$ cat src/rtl/sel_pkg.sv
// Shared types and defaults for the select-input debouncer.
package sel_pkg;

   // Encoding: bit 1 = debounced level, bit 0 = a level change is being qualified.
   typedef enum logic [1:0] {
      IDLE      = 2'd0,
      CHK_PRESS = 2'd1,
      HELD      = 2'd2,
      CHK_REL   = 2'd3
   } deb_state_t;

   localparam int DEB_CYCLES_DEF = 16;

endpackage

$ cat src/rtl/sync_2ff.sv
// Generic 1-bit two-flop synchronizer, asynchronous active-low reset to 0.
module sync_2ff (
   input  logic clk,
   input  logic rst_n,
   input  logic i_d,
   output logic o_q
);

   logic r_meta;
   logic r_sync;

   always_ff @(posedge clk or negedge rst_n) begin
      if (!rst_n) begin
         r_meta <= 1'b0;
         r_sync <= 1'b0;
      end else begin
         r_meta <= i_d;
         r_sync <= r_meta;
      end
   end

   assign o_q = r_sync;

endmodule

$ cat src/rtl/sel_debounce.sv
// Debounces a raw button into a clean select level, a press pulse and the debounced level.
// Build option SEL_TOGGLE_EN: sel_o toggles on each accepted press instead of following the level.
module sel_debounce
   import sel_pkg::*;
#(
   parameter int DEB_CYCLES = DEB_CYCLES_DEF
) (
   input  logic       clk,
   input  logic       rst_n,
   input  logic       btn_i,
   output logic       sel_o,
   output logic       press_o,
   output logic       btn_db_o,
   output logic [1:0] dbg_state_o
);

   localparam int CNT_W = $clog2(DEB_CYCLES);
   localparam logic [CNT_W-1:0] CNT_MAX = CNT_W'(DEB_CYCLES - 1);

   logic             w_btn_s;
   deb_state_t       r_state;
   deb_state_t       w_state_nxt;
   logic [CNT_W-1:0] r_cnt;
   logic [CNT_W-1:0] w_cnt_nxt;
   logic             w_accept;
   logic             w_release;
   logic             r_press;
   logic             r_btn_db;

   sync_2ff u_sync (
      .clk   (clk),
      .rst_n (rst_n),
      .i_d   (btn_i),
      .o_q   (w_btn_s)
   );

   always_ff @(posedge clk or negedge rst_n) begin
      if (!rst_n) begin
         r_state <= IDLE;
         r_cnt   <= '0;
      end else begin
         r_state <= w_state_nxt;
         r_cnt   <= w_cnt_nxt;
      end
   end

   // A change is accepted only after the counter has seen DEB_CYCLES more
   // matching samples beyond the one that left the stable state.
   always_comb begin
      w_state_nxt = r_state;
      w_cnt_nxt   = r_cnt;
      w_accept    = 1'b0;
      w_release   = 1'b0;
      case (r_state)
         IDLE: begin
            if (w_btn_s) begin
               w_state_nxt = CHK_PRESS;
               w_cnt_nxt   = '0;
            end
         end
         CHK_PRESS: begin
            if (!w_btn_s) begin
               w_state_nxt = IDLE;
            end else if (r_cnt == CNT_MAX) begin
               w_state_nxt = HELD;
               w_accept    = 1'b1;
            end else begin
               w_cnt_nxt = r_cnt + CNT_W'(1);
            end
         end
         HELD: begin
            if (!w_btn_s) begin
               w_state_nxt = CHK_REL;
               w_cnt_nxt   = '0;
            end
         end
         CHK_REL: begin
            if (w_btn_s) begin
               w_state_nxt = HELD;
            end else if (r_cnt == CNT_MAX) begin
               w_state_nxt = IDLE;
               w_release   = 1'b1;
            end else begin
               w_cnt_nxt = r_cnt + CNT_W'(1);
            end
         end
         default: begin
            w_state_nxt = IDLE;
            w_cnt_nxt   = '0;
         end
      endcase
   end

   always_ff @(posedge clk or negedge rst_n) begin
      if (!rst_n) begin
         r_press  <= 1'b0;
         r_btn_db <= 1'b0;
      end else begin
         r_press <= w_accept;
         if (w_accept) begin
            r_btn_db <= 1'b1;
         end else if (w_release) begin
            r_btn_db <= 1'b0;
         end
      end
   end

`ifdef SEL_TOGGLE_EN
   logic r_sel;

   always_ff @(posedge clk or negedge rst_n) begin
      if (!rst_n) begin
         r_sel <= 1'b0;
      end else if (w_accept) begin
         r_sel <= ~r_sel;
      end
   end

   assign sel_o = r_sel;
`else
   assign sel_o = r_btn_db;
`endif

   assign press_o     = r_press;
   assign btn_db_o    = r_btn_db;
   assign dbg_state_o = r_state;

endmodule

$ cat config.mk
export PLATFORM = sky130hd
export DESIGN_NAME = sel_debounce
export DESIGN_NICKNAME = d
export VERILOG_FILES = /design/src/rtl/sel_pkg.sv /design/src/rtl/sync_2ff.sv /design/src/rtl/sel_debounce.sv
export SDC_FILE = /design/constraint.sdc
export NUM_CORES = 1
export LEC_CHECK = 0
export BUFFER_PORTS_ARGS = -buffer_cell sky130_fd_sc_hd__buf_2
export CAP_MARGIN = 20
export CORE_AREA = 2 2 39 41
export DETAILED_ROUTE_END_ITERATION = 16
export DIE_AREA = 0 0 41 43
export PLACE_DENSITY = 0.62
export SYNTH_ARGS = -nofsm -noshare
export SYNTH_HDL_FRONTEND = slang
export SYNTH_SLANG_ARGS = --single-unit
export TNS_END_PERCENT = 100
$ cat constraint.sdc
create_clock -name clk -period 1.4 [get_ports clk]
set_input_delay 0.07 -clock clk [delete_from_list [all_inputs] [get_ports clk]]
set_output_delay 0.07 -clock clk [all_outputs]
set_load 0.005 [all_outputs]
==> metrics.cfg <==
[floorplan]
dieHeight_um=43
core_area_mm2=0.001384
fp.dieW_um=41
die_area_mm2=0.001763
initial_core_util=0.3237
ioPinCount=8
rows=14

[min_path]
hold_class=input pin to asynchronous set/reset pin

[yosys]
synthMostInstantiatedCell=dfrtp_1
synth_top_cell_by_area=dfrtp_1
syn_inst=43
ys_top_cells_by_area=dfrtp_1 56%, nand3_1 6.7%, nand2_1 5.0%, a21oi_1 4.5%, xor2_2 3.6%
synthFlopType=dfrtp_1
synth_edf_count=0
synth-seq-cells=10
synth_fp_nets=47
syn_avg_cell_area_um2=10.42
syn_area_um2=447.9
synth_commonest_cells=10 x dfrtp_1, 6 x nand2_1, 6 x nand3_1, 4 x a21oi_1
synthArstFlopShare=1.000
ys_seq_area_frac=0.5587
ys.warnings.count=0
synth.top_cell.area_share=0.5587
ys_types=16

[critical_path]
critical-path-top-delay-family=flip-flops
r2r_start=r_cnt[0]$_DFFE_PN0P_
startpoint_type=register
path_cells=ha_2 > or2b_2 > o21ai_0 > a2bb2oi_1
end_kind=register
worst-setup-path-type=register to register
slowest_delay_ns=0.42
cp_data_required_time_ns=1.55
cp-startpoint=r_cnt[0]$_DFFE_PN0P_
path_buf_inv=0
cp_slowest_cell=dfrtp_1
path_max_fanout=7
arrival_ns=1.45

[route]
vias_per_cell=5.208
post_drt_wl_per_cell_um=12.51
antenna_left=0
dr.pass1.iters=4
drc=0
routed_wl_um=901
vias=375
drtIter0Drc=3

[global_route]
antenna_found_initial=0
grt_use_met2=0.1844
grt_busiest_layer=met2
use_met1=0.1362
grt_pass1_vias=331
track_usage=0.1288
met3_usage=0.03141
gr-total-overflow=0
grt_first_pass_wirelength_um=1407
grt_max_degree=11

[sta]
fin_crit_ns=1.298
setup_viol=0
slew_headroom=0.8236
hold_slack_ns=0.1757
period_share=0.9273
slew_violations=0
hold_viol_final=0
fin_skew_ns=0.005443
rsz0062_at_grt=false
tightest_slew_ns=0.2646
fmax_ghz=0.7703
tns_ns=0

[clock_network]
clock-sinks=10
cts_tree=built
insertion_delay_ns=0.28
cts_buffer_depth=2
cts_buffers=3
cts_root_buf=clkbuf_4
ctsHtreeMaxLevel=1
path_clk_slew_ns=0.07

[cells_and_area]
final_cells=72
syn2layout_area_growth_pct=25.42
fillCellCount=135
layout-drive-gt1-share=0.2679
diodes=0
nets=61

[pwr]
powerDensity_mw_per_mm2=1142
p_leak_uw=0.0002704
ir_worst_vdd_mv=0.3888
power.total_uw=641.5

[run]
cap_violations=0

[placed_design]
placedCellCount=66
dp.final_hpwl_um=640.6
gp_congestion=0.7179
port_buffers=7

[outcome]
outcome=finished, final reports clean

## report_power, final
group	switching, uW	internal, uW	total (uW)
combinational	23.7	23.5	47.2
clock	109	158	268
sequential	22.2	304	326
total	155	486	641
## state kept, by name (all words and copies together), names as in the netlist, named ones only
| name | cells |
|---|---|
| u_sync.o_q | 1 |
| press_o | 1 |
| r_cnt | 4 |
| btn_db_o | 1 |
| dbg_state_o | 1 |
| u_sync.r_meta | 1 |
## worst paths after layout
kind,depth (start not counted),end,slack (ns)
min,2,dbg_state_o[0]$_DFFE_PN0P_,0.18
min in group clk,0,u_sync.o_q$_DFF_PN0_,0.40
min reg2reg,0,u_sync.o_q$_DFF_PN0_,0.40
max reg2reg,4,r_cnt[3]$_DFFE_PN0P_,0.10
max,4,r_cnt[3]$_DFFE_PN0P_,0.10
max in group asynchronous,2,r_cnt[0]$_DFFE_PN0P_,1.03
## logic make-up after synthesis
| kind of cell | Yosys count | synth area share |
|---|---|---|
| buffers and inverters | 1 | 0.01677 |
| AND/OR/NAND/NOR | 21 | 0.2430 |
| XOR/XNOR | 2 | 0.05588 |
| flip-flops | 10 | 0.5587 |
| adder cells (fa/ha/maj) | 1 | 0.02793 |
| AO/OA/AOI/OAI | 8 | 0.09776 |
## worst register-to-register path, stage by stage, from the launching register on
cell       delay, ns
dfrtp_1         0.42
ha_2            0.24
or2b_2          0.28
o21ai_0         0.16
a2bb2oi_1       0.08
## cell type report
cell class,count,area [um2],area share
Sequential cell,10,250.2,0.4454
Multi-Input combinational cell,32,192.7,0.3430
Timing Repair Buffer,10,62.56,0.1114
Clock buffer,4,36.28,0.06459
Tap cell,16,20.02,0.03563
## cells in the final DEF, fill, tap and decap left out
cell type,synthesis,layout
a21oi_1,4,4
buf_2,0,7
or2b_2,1,1
and4_1,1,1
xor2_2,1,1
nor2_1,3,3
buf_4,1,1
nand4b_1,1,1
nand4_1,2,2
and3_1,1,1
dlygate4sd3_1,0,2
o21ai_0,3,3
ha_2,0,1
clkbuf_4,0,3
nand3_1,6,6
dfrtp_1,10,10
a2bb2oi_1,1,1
nand2_1,6,6
clkbuf_8,0,1
xnor2_1,1,1
## per-stage QoR
stage / setup slack (ns) / utilization / area (um2)
CTS: 0.04572 / 0.4042 / 559.3
detailed placement: 0.05612 / 0.3635 / 503.0
floorplan: 0.1354 / - / 447.9
finish: 0.1018 / 0.4060 / 561.8
global placement: 0.1090 / 0.3635 / 503.0
global route: 0.04094 / 0.4060 / 561.8
## per-layer routing
| metal | part of all wire | up-vias |
|---|---|---|
| li1 | - | 180 |
| met1 | 0.44 | 181 |
| met2 | 0.49 | 9 |
| met3 | 0.024 | 5 |
| met4 | 0.048 | 0 |
| met5 | 0 | - |
## timing repair
action / CTS / global route
setup buffers: 0 / 0
setup endpoints to repair: 0 / 1
hold buffers: 2 / 0
endpoints found under the hold margin: 11 / 0
resized for setup: 0 / 1
Note: power is estimated with default switching activity, not from simulation.
